## src/rtl/sd_blk_arbiter.sv

```systemverilog
// rtl/sd_blk_arbiter.sv - round-robin sharer of the SD block channel among floppy drives
//
// Purpose:
//   Lets NDRV per-drive block requesters share one host block port (lba/rd/wr/ack/buffer).
//   One block transfer at a time. Grant rotates round-robin, starting after the drive that
//   was served last. Ack, buffer write strobe and buffer read data are routed only to and
//   from the granted drive.
//
// Ports:
//   CLK, RESET        clock, synchronous active-high reset
//   dev_lba           per-drive requested LBA (latched at grant)
//   dev_rd, dev_wr    per-drive level requests, held until acked
//   dev_ack           host_ack routed to the granted drive
//   dev_buff_wr       host_buff_wr routed to the granted drive
//   dev_buff_din      per-drive buffer read data
//   dev_err           one-cycle abort pulse on ack timeout
//   host_lba          latched LBA of the granted transfer
//   host_rd, host_wr  registered request to the host
//   host_ack          host ack, high for the whole transfer
//   host_buff_wr      host buffer write strobe
//   host_buff_din     buffer read data of the granted drive, 0 when idle
//   busy              high whenever a transfer is in progress
//
// Optional feature: define SDARB_TIMEOUT_EN to abort a request that sees no host_ack within
// TMO_CYC cycles. Without it ISSUE waits forever and dev_err is constant 0.

module sd_blk_arbiter #(
  parameter int unsigned      NDRV    = 4,
  parameter int unsigned      LBA_W   = 32,
  parameter int unsigned      TMO_W   = 24,
  parameter logic [TMO_W-1:0] TMO_CYC = 24'hFFFFFF
) (
  input  logic                       CLK,
  input  logic                       RESET,
  input  logic [NDRV-1:0][LBA_W-1:0] dev_lba,
  input  logic [NDRV-1:0]            dev_rd,
  input  logic [NDRV-1:0]            dev_wr,
  output logic [NDRV-1:0]            dev_ack,
  output logic [NDRV-1:0]            dev_buff_wr,
  input  logic [NDRV-1:0][7:0]       dev_buff_din,
  output logic [NDRV-1:0]            dev_err,
  output logic [LBA_W-1:0]           host_lba,
  output logic                       host_rd,
  output logic                       host_wr,
  input  logic                       host_ack,
  input  logic                       host_buff_wr,
  output logic [7:0]                 host_buff_din,
  output logic                       busy
);

  localparam int unsigned     GW       = (NDRV > 1) ? $clog2(NDRV) : 1;
  localparam logic [GW-1:0]   LAST_RST = GW'(NDRV - 1);

  typedef enum logic [1:0] {
    S_IDLE  = 2'd0,
    S_ISSUE = 2'd1,
    S_BUSY  = 2'd2,
    S_DONE  = 2'd3
  } state_t;

  state_t           state_q, state_d;
  logic [GW-1:0]    grant_q, grant_d;
  logic [GW-1:0]    last_q, last_d;
  logic [LBA_W-1:0] host_lba_q, host_lba_d;
  logic             dir_q, dir_d;
  logic             host_rd_q, host_rd_d;
  logic             host_wr_q, host_wr_d;

  logic [NDRV-1:0]  req;
  logic             hit;
  logic [GW-1:0]    pick;
  logic [GW-1:0]    cand;
  int               arb_idx;
  logic             tmo_hit;

  assign req = dev_rd | dev_wr;

  // Round-robin search from last+1 upward. Walking the distance downward and overwriting
  // leaves the closest requester after 'last' as the winner.
  always_comb begin
    hit     = 1'b0;
    pick    = '0;
    cand    = '0;
    arb_idx = 0;
    for (int j = int'(NDRV); j >= 1; j--) begin
      arb_idx = int'(last_q) + j;
      if (arb_idx >= int'(NDRV)) begin
        arb_idx = arb_idx - int'(NDRV);
      end
      cand = GW'(arb_idx);
      if (req[cand]) begin
        hit  = 1'b1;
        pick = cand;
      end
    end
  end

`ifdef SDARB_TIMEOUT_EN
  logic [TMO_W-1:0] tmo_cnt_q, tmo_cnt_d;
  logic [NDRV-1:0]  dev_err_q, dev_err_d;

  // Held at zero outside ISSUE so every ISSUE entry starts from zero; saturates in ISSUE.
  always_comb begin
    tmo_cnt_d = '0;
    if (state_q == S_ISSUE) begin
      tmo_cnt_d = (&tmo_cnt_q) ? tmo_cnt_q : tmo_cnt_q + 1'b1;
    end
  end

  // Fires on the TMO_CYC-th cycle spent in ISSUE.
  assign tmo_hit = ({1'b0, tmo_cnt_q} + 1'b1) >= {1'b0, TMO_CYC};

  // Abort pulse mirrors the FSM's timeout branch: ack and request drop take priority.
  always_comb begin
    dev_err_d = '0;
    if (state_q == S_ISSUE && !host_ack && req[grant_q] && tmo_hit) begin
      dev_err_d[grant_q] = 1'b1;
    end
  end

  always_ff @(posedge CLK) begin
    if (RESET) begin
      tmo_cnt_q <= '0;
      dev_err_q <= '0;
    end else begin
      tmo_cnt_q <= tmo_cnt_d;
      dev_err_q <= dev_err_d;
    end
  end

  assign dev_err = dev_err_q;
`else
  assign tmo_hit = 1'b0;
  assign dev_err = '0;
`endif

  always_comb begin
    state_d    = state_q;
    grant_d    = grant_q;
    last_d     = last_q;
    host_lba_d = host_lba_q;
    dir_d      = dir_q;
    host_rd_d  = 1'b0;
    host_wr_d  = 1'b0;
    case (state_q)
      S_IDLE: begin
        if (hit) begin
          grant_d    = pick;
          host_lba_d = dev_lba[pick];
          dir_d      = dev_wr[pick];  // write wins when both are set
          state_d    = S_ISSUE;
        end
      end
      S_ISSUE: begin
        if (host_ack) begin
          state_d = S_BUSY;
        end else if (!req[grant_q]) begin
          // Drive withdrew before the host answered.
          last_d  = grant_q;
          state_d = S_IDLE;
        end else if (tmo_hit) begin
          last_d  = grant_q;
          state_d = S_IDLE;
        end else begin
          host_rd_d = ~dir_q;
          host_wr_d = dir_q;
        end
      end
      S_BUSY: begin
        if (!host_ack) begin
          state_d = S_DONE;
        end
      end
      S_DONE: begin
        // Wait for the drive to release; a fresh request is arbitrated in IDLE so the
        // other drives get their turn first.
        if (!req[grant_q]) begin
          last_d  = grant_q;
          state_d = S_IDLE;
        end
      end
      default: begin
        state_d = S_IDLE;
      end
    endcase
  end

  always_ff @(posedge CLK) begin
    if (RESET) begin
      state_q    <= S_IDLE;
      grant_q    <= '0;
      last_q     <= LAST_RST;
      host_lba_q <= '0;
      dir_q      <= 1'b0;
      host_rd_q  <= 1'b0;
      host_wr_q  <= 1'b0;
    end else begin
      state_q    <= state_d;
      grant_q    <= grant_d;
      last_q     <= last_d;
      host_lba_q <= host_lba_d;
      dir_q      <= dir_d;
      host_rd_q  <= host_rd_d;
      host_wr_q  <= host_wr_d;
    end
  end

  // Ack and strobe are combinational so the drive sees them in the same cycle as the host
  // drives them, including the ISSUE cycle in which ack first arrives.
  always_comb begin
    dev_ack     = '0;
    dev_buff_wr = '0;
    if (state_q == S_ISSUE || state_q == S_BUSY) begin
      dev_ack[grant_q]     = host_ack;
      dev_buff_wr[grant_q] = host_buff_wr;
    end
  end

  assign host_buff_din = (state_q != S_IDLE) ? dev_buff_din[grant_q] : 8'h00;
  assign host_lba      = host_lba_q;
  assign host_rd       = host_rd_q;
  assign host_wr       = host_wr_q;
  assign busy          = (state_q != S_IDLE);

endmodule

```

## config.mk

```make
export PLATFORM = sky130hd
export DESIGN_NAME = sd_blk_arbiter
export DESIGN_NICKNAME = d
export VERILOG_FILES = /design/src/rtl/sd_blk_arbiter.sv
export SDC_FILE = /design/constraint.sdc
export NUM_CORES = 1
export LEC_CHECK = 0
export CAP_MARGIN = 20
export CORE_MARGIN = 2
export CORE_UTILIZATION = 30
export DETAILED_ROUTE_END_ITERATION = 7
export HOLD_SLACK_MARGIN = 0.08
export PLACE_DENSITY = 0.83
export SETUP_SLACK_MARGIN = 0.3
export SYNTH_ARGS = -nofsm -noshare
export SYNTH_HDL_FRONTEND = slang
export SYNTH_SLANG_ARGS = --single-unit
```

## constraint.sdc

```tcl
create_clock -name CLK -period 2.15 [get_ports CLK]
set_input_delay 0.3225 -clock CLK [delete_from_list [all_inputs] [get_ports CLK]]
set_output_delay 0.3225 -clock CLK [all_outputs]
set_load 0.01 [all_outputs]
```

After elaboration in Yosys (flattened, before gate mapping)
Index checks and enable logic that the tools add are counted.
- register bits: 41
- latch bits: 0
- RAM bits: 0
- ROM bits: 0
- input bits: 172
- output and inout bits: 55
- word-level logic and storage cells: 88
- memories kept: 0
- $add $sub $neg: 8
- multiply operators: 0
- divide/modulo/power cells: 0
- order comparisons: 11
- eq/ne operators: 6
- shift operators: 0
- multiplexer cells: 41
- bitwise operators: 6
- reductions and logical operators: 9
- operator list (cell ; count):
    $bmux W32 S2 ; 1
    $mux W32 ; 1
    $mux W2 ; 14
    $lt A2 B3 Y1 const B ; 6
    $bmux W8 S2 ; 1
    $mux W8 ; 2
    $bmux W1 S2 ; 6
    $mux W1 ; 11
    $ge A3 B3 Y1 const B ; 3
    $and A4 B4 Y4 ; 2
    $mux W4 ; 2
    $pmux W2 S4 ; 1
    $sub A2 B1 Y2 const B ; 4
    $add A2 B2 Y3 const B ; 2
    $ne A2 B2 Y1 const B ; 3
    $reduce_and A2 Y1 ; 3
    $add A2 B3 Y4 const B ; 1
    $eq A2 B2 Y1 const B ; 2
    $ge A4 B3 Y1 const B ; 1
    $or A4 B4 Y4 ; 1
    $pmux W2 S2 ; 1
    $reduce_bool A2 Y1 ; 2
    $reduce_or A4 Y1 ; 1
    $add A2 B1 Y3 const B ; 1
    other kinds (7) ; 9

Depth between registers and ports, before layout
Gate-level depths: netlist of the first run.
- depth after elaboration: 11
- gate-level depth with buffers: 9
- gate-level depth less buffers: 7

Least setup slack after synthesis of the first run
OpenSTA, ideal clock, no wires.
- path kind: flip-flop to flip-flop
- from: register state_q[0]
- to: register host_lba_q[10] (netlist: host_lba[10])
- setup time: 0.079 ns
- data arrival time: 1.704 ns
- required time: 2.071 ns
- slack: 0.367 ns
- stages on the path, launching flop included: 9
- path buffers: 2
- period minus slack after synthesis: 1.783 ns
- cell sequence: dfxtp_1 inv_1 ha_1 inv_1 a21o_1 or3_1 buf_6 buf_8 o221ai_2
- longest elaborated chain between the ends: 2
- RTL lines (item ; line ; text):
    start, declared ; 61 ; state_t state_q, state_d;
    start signal, assigned ; 198 ; state_q <= state_d;
    $logic_not A2 Y1 ; 145 ; case (state_q)
    $reduce_and A2 Y1 (no line) ; -- ;
    end signal, assigned ; 201 ; host_lba_q <= host_lba_d;
    end, declared ; 64 ; logic [LBA_W-1:0] host_lba_q, host_lba_d;
Every way passes these cells.
A chain may end at the register's enable or synchronous reset.

Final worst setup path of the first run
- from: register grant_q[0]
- to: output host_buff_din[6]
- longest elaborated chain between the ends: 3
- RTL lines (item ; line ; text):
    start, declared ; 62 ; logic [GW-1:0] grant_q, grant_d;
    start signal, assigned ; 199 ; grant_q <= grant_d;
    $bmux W8 S2 ; 219 ; assign host_buff_din = (state_q != S_IDLE) ? dev_buff_din[grant_q] : 8'h00;
    $mux W8 (not written as such) ; 219 ;
    $mux W8 ; 219 ;
    end, declared ; 47 ; output logic [7:0] host_buff_din,
Every way passes these cells. The select of a mux whose other input is x is not followed.

==> impl_metrics.yaml, run 1 <==
status:
  outcome: "completed"
finish:
  areaGrowthSynthToFinish_pct: 103.3
  fin_cells: 651
  drive_gt1_share_pct: 22.22
  fin_util_pct: 62.69
  final_nets: 715
  fill_cells: 728
  num_antenna_cells: 0
clock_network:
  cts_tree: "done"
  clk_path_buf_depth: 2
  clock_sinks: 41
  cts-root-buf: "clkbuf_8"
  insertion_delay_ns: 0.28
  cts.clk_slew.worst_paths_ns: 0.08
  cts_max_level: 2
  numCtsBuffers: 5
setup_path:
  start_kind: "flip-flop"
  crit_path_end_kind: "primary output"
  required_ns: 1.83
  crit_path_top_delay_cell: "mux4_2"
  critPathBufInv: 3
  path_class: "flip-flop to primary output"
  slowest_delay_ns: 0.48
  worstPathArrival_ns: 1.62
  path_cells: "buf_6 -> buf_6 -> mux4_2 -> and2_4 -> buf_6"
  cp_common_cell: "buf_6"
  worst-path-max-fanout: 5
  crit_family: "multiplexers"
yosys:
  syn_avg_cell_area_sq_um: 9.815
  synth_edf_count: 0
  synth_commonest_cells: "mux2i_1 (68), dfxtp_1 (41), nand2_1 (40), o221ai_1 (23), nor2_1 (18)"
  ys_warn_count: 0
  synth_ff_type: "dfxtp_1"
  synth_seq_area_share_pct: 28.94
  synth_most_common_cell: "mux2i_1"
  synth_area_leaders: "dfxtp_1 (29%), mux2i_1 (24%), mux4_2 (7.1%), o221ai_1 (7.1%), o221ai_2 (5.8%)"
  synthDistinctLibCells: 38
  yosysTopAreaCell: "dfxtp_1"
  synthCells: 289
  async_reset_ff_share_pct: 0
  synth_top_cell_area_share_pct: 28.94
  synth-seq-cells: 41
  syn_area_sq_um: 2836
global_route:
  grt_pass1_vias: 3399
  grt_overflow: 0
  grt_usage_pct: 20.42
  grt_first_pass_wirelength_mm: 16.53
  antenna_found_initial: 0
  grt_max_degree: 25
floorplan:
  fp.dieW_um: 101.2
  coreArea_sq_um: 9196
  ios: 227
  rows: 35
  start_util_pct: 30.84
  fp.dieH_um: 101.2
  die_area_sq_um: 10250
timing:
  grt_setup_unrepaired: "true"
  setup_slack_ns: 0.2031
  setup_viol_count_final: 0
  tns_ns: 0
  fin_crit_sh_pct: 90.55
  max_freq_ghz: 0.5136
  slew_violations: 0
  period_needed_ns: 1.947
  finalHoldViolations: 0
  finalClockSkew_ns: 0.004635
drt:
  drt_pre_antenna_iters: 6
  drc: 0
  finalWirelength_mm: 11.52
  drtIter0Drc: 107
  num_vias: 3267
  ant_nets: 0
  via_per_inst: 5.018
  post_drt_wl_per_cell_um: 17.70
placement:
  globalplace.congestion: 0.9311
  dp_hpwl_mm: 8.395
  dp_slack_ns: -0.1947
  dp_cells: 624
  port_buffers: 222
power_and_ir_drop:
  power.leakage_nw: 2.234
  ir_drop_uv: 261.8
  power_density_nw_per_um2: 480.9
run:
  cap_violations: 0
worst_hold_path:
  hp-class: "flip-flop to flip-flop"
cell type report:
type	count	area [sq um]	share of cell area [%]
Clock buffer	7	96.34	1.671
Clock inverter	1	5.005	0.08681
Inverter	6	37.54	0.6510
Multi-Input combinational cell	219	1948	33.79
Sequential cell	41	834.6	14.47
Tap cell	111	138.9	2.409
Timing Repair Buffer	266	2705	46.92
path summary, 6_finish.rpt:
kind / startpoint / end / slack (ns) / cells past startpoint
max: grant_q[0]$_SDFFE_PP0P_ / host_buff_din[6] / 0.20 / 5
min reg2reg: dir_q$_SDFFE_PP0P_ / host_rd$_SDFF_PP0_ / 0.45 / 1
max reg2reg: grant_q[0]$_SDFFE_PP0P_ / state_q[0]$_SDFFE_PP0P_ / 0.29 / 8
min: dir_q$_SDFFE_PP0P_ / host_rd$_SDFF_PP0_ / 0.45 / 1
routing by layer:
layer / routed length, um / up-vias / GRT usage (%)
li1: - / 1584 / -
met1: 4337 / 1509 / 23.31
met2: 6082 / 156 / 37.39
met3: 846 / 18 / 4.072
met4: 255 / 0 / 7.692
met5: 0 / - / 0
power by group:
part	internal, mW	leakage, nW	switching (mW)
Sequential	0.854	0.341	0.0604
Clock	0.290	0.0542	0.257
Combinational	0.817	1.84	0.494
Total	1.96	2.23	0.812
registers in the layout (all words and copies together) (netlist names):
name      flops
host_wr       1
grant_q       2
last_q        2
host_rd       1
dir_q         1
state_q       2
host_lba     32
timing repair:
action	in CTS	in global routing
resized for setup	72	44
cloned	2	2
buffers inserted	10	5
hold buffers	0	0
pin swaps	8	7
endpoints found under the setup margin	53	53
kinds of logic after synthesis:
kind of cell	count (synthesis)	synth area share [%]
other	1	0.1322
multiplexers	77	31.14
AND/OR/NAND/NOR	82	13.54
buffers and inverters	32	6.881
adder cells (fa/ha/maj)	4	1.765
AO/OA/AOI/OAI	52	17.60
flip-flops	41	28.94
metrics by stage:
step	cell area, sq um	power [mW]	hold WS [ns]
4_1_cts	5564	2.707	0.4514
2_1_floorplan	2848	1.421	0.4125
6_report	5766	2.772	0.4496
5_1_grt	5766	2.918	0.4679
3_5_place_dp	5301	2.084	0.4433
3_3_place_gp	5301	2.058	0.4250
layout by cell type, fill, tap and decap left out, types with 4 or more instances in the layout:
| master | n |
|---|---|
| clkdlybuf4s50_1 | 197 |
| mux2i_1 | 66 |
| nand2_1 | 37 |
| dfxtp_1 | 36 |
| buf_4 | 24 |
| o221ai_1 | 20 |
| nor2_1 | 15 |
| buf_6 | 15 |
| o221ai_2 | 14 |
| dlygate4sd2_1 | 13 |
| mux4_2 | 9 |
| clkbuf_8 | 7 |
| buf_12 | 6 |
| and2_4 | 5 |
| nand2_2 | 4 |
| conb_1 | 4 |
| buf_2 | 4 |
(Power assumes the default switching activity.)
==> run 2: changes to the inputs <==
--- a/config.mk
+++ b/config.mk
@@ -6,10 +6,11 @@
 export NUM_CORES = 1
 export LEC_CHECK = 0
 export CAP_MARGIN = 20
+export CORE_ASPECT_RATIO = 0.5
 export CORE_MARGIN = 2
 export CORE_UTILIZATION = 30
 export DETAILED_ROUTE_END_ITERATION = 7
-export HOLD_SLACK_MARGIN = 0.08
+export HOLD_SLACK_MARGIN = 0.02
 export PLACE_DENSITY = 0.83
 export SETUP_SLACK_MARGIN = 0.3
 export SYNTH_ARGS = -nofsm -noshare
==> impl_metrics.yaml, run 2 (synthesis results as in run 1) <==
drt:
  num_vias: 3224
  via_per_inst: 4.945
  drt_pre_antenna_iters: 4
  finalWirelength_mm: 11.54
  ant_nets: 0
  post_drt_wl_per_cell_um: 17.71
  drc: 0
  drtIter0Drc: 161
power_and_ir_drop:
  p_sw_share_pct: 28.77
  power_density_nw_per_um2: 506.9
  seqPwrFrac_pct: 31.7
  p_sw_mw: 0.8311
  comb_power_share_pct: 43.9
  power.leakage_nw: 2.215
  ir_drop_uv: 341.9
  cellInternalPower_mw: 2.058
  clockPowerShare_pct: 24.4
  finalPower_mw: 2.889
timing:
  grt_setup_unrepaired: "true"
  finalHoldViolations: 0
  period_needed_ns: 1.944
  slew_violations: 0
  max_freq_ghz: 0.5144
  setup_viol_count_final: 0
  setup_slack_ns: 0.2058
  fin_crit_sh_pct: 90.43
  finalClockSkew_ns: 0.004835
floorplan:
  fp.dieH_um: 72.76
  rows: 25
  ios: 227
  fp.dieW_um: 141.5
  coreArea_sq_um: 9321
  die_area_sq_um: 10300
  start_util_pct: 30.43
global_route:
  grt_first_pass_wirelength_mm: 16.39
  grt_pass1_vias: 3250
  grt_overflow: 0
  grt_max_degree: 34
  antenna_found_initial: 0
  grt_usage_pct: 20.13
worst_hold_path:
  min_path_cells: 2
  hold_start: "host_lba[12]$_SDFFE_PP0P_"
  hp-class: "flip-flop to flip-flop"
  min_to: "host_lba[12]$_SDFFE_PP0P_"
clock_network:
  cts_tree: "done"
  cts-root-buf: "clkbuf_16"
  insertion_delay_ns: 0.28
  hold_buffers: 0
  clk_path_buf_depth: 2
  cts_max_level: 2
  numCtsBuffers: 5
  cts.clk_slew.worst_paths_ns: 0.06
  clock_sinks: 41
setup_path:
  r2r_slack_ns: 0.33
  slowest_delay_ns: 0.49
  path_cells: "buf_12 -> buf_4 -> mux4_2 -> and2_4 -> buf_6"
  crit_path_top_delay_cell: "mux4_2"
  worstPathArrival_ns: 1.62
  r2r_start: "state_q[0]$_SDFFE_PP0P_"
  worstRegToRegCells: 7
  crit_path_end_kind: "primary output"
  r2r_end: "host_lba[29]$_SDFFE_PP0P_"
  crit_family: "multiplexers"
  required_ns: 1.83
  start_kind: "flip-flop"
  critPathBufInv: 3
  worst-path-max-fanout: 8
  path_class: "flip-flop to primary output"
finish:
  fill_cells: 776
  largest_register_ffs: 32
  final_nets: 708
  most-common-layout-cells: "clkdlybuf4s50_1 (197), mux2i_1 (65), nand2_1 (39), dfxtp_1 (37), o221ai_1 (21)"
  drive_gt1_share_pct: 20.90
  areaGrowthSynthToFinish_pct: 100.9
  fin_util_pct: 61.14
  final_common_cell: "clkdlybuf4s50_1"
  num_antenna_cells: 0
placement:
  globalplace.congestion: 0.8580
  port_buffers: 222
  dp_hpwl_mm: 8.406
  dp_slack_ns: -0.1756
run:
  cap_violations: 0
status:
  outcome: "completed"
==> run 2: cell count changes in the layout (fill, tap and decap cells not counted), sizes merged <==
cell,previous run,this run
buf,50,43
clkbuf,11,15
dlygate4sd2,13,5
dlymetal6s2s,0,2
==> run 2: final cells by class <==
type	instances	area [sq um]	area share [%]
Clock buffer	5	125.1	2.195
Clock inverter	1	5.005	0.08782
Timing Repair Buffer	259	2646	46.43
Multi-Input combinational cell	219	1921	33.70
Tap cell	121	151.4	2.656
Sequential cell	41	825.8	14.49
Inverter	6	25.02	0.4391
==> run 2: per-stage QoR <==
step	instances	hold WS (ns)	TNS, ns	area, sq um
after CTS	644	0.4668	0	5524
after global routing	652	0.4856	0	5699
after detailed placement	629	0.4476	-5.083	5289
after global placement	629	0.4428	-3.510	5289
final	652	0.4626	0	5699
after floorplan	292	0.4125	0	2848
==> run 2: power by group through the flow <==
stage	Combinational (mW)	Clock, mW	Sequential [mW]
6_report	1.27	0.704	0.917
5_1_grt	1.34	0.746	0.928
4_1_cts	1.19	0.708	0.915
3_5_place_dp	1.16	0	0.926
3_3_place_gp	1.14	0	0.924
2_1_floorplan	0.463	0	0.957
==> run 2: worst max-delay path by stage <==
| stage | startpoint | end | slack (ns) | cells after the start |
|---|---|---|---|---|
| 2_1_floorplan | state_q[0]$_SDFFE_PP0P_ | host_lba[10]$_SDFFE_PP0P_ | 0.37 | 8 |
| 3_3_place_gp | dev_rd[1] | host_lba[24]$_SDFFE_PP0P_ | -0.13 | 7 |
| 3_5_place_dp | dev_rd[1] | host_lba[22]$_SDFFE_PP0P_ | -0.18 | 7 |
| 4_1_cts | grant_q[0]$_SDFFE_PP0P_ | host_buff_din[5] | 0.20 | 5 |
| 5_1_grt | grant_q[0]$_SDFFE_PP0P_ | host_buff_din[3] | 0.17 | 5 |
| 6_report | grant_q[0]$_SDFFE_PP0P_ | host_buff_din[0] | 0.21 | 5 |
==> run 2: per-layer routing <==
metal  part of all wire [%]  wire length, um  GRT usage (%)  vias up
met5                      0                0              0        -
met3                    3.8              437          3.675       14
met1                     42             4798          23.60     1567
li1                       -                -              -     1569
met2                     53             6140          38.51       74
met4                    1.4              167          5.222        0
==> run 2: tightest hold or removal path, stage by stage (launching register included) <==
cell	delay (ns)
dfxtp_1	0.32
nand2_1	0.05
o221ai_1	0.06
==> run 2: repair_timing <==
action,in CTS,in global routing
resized for setup,77,38
buffers inserted,8,3
endpoints found under the setup margin,54,46
gates cloned,1,5
pin swaps,11,4
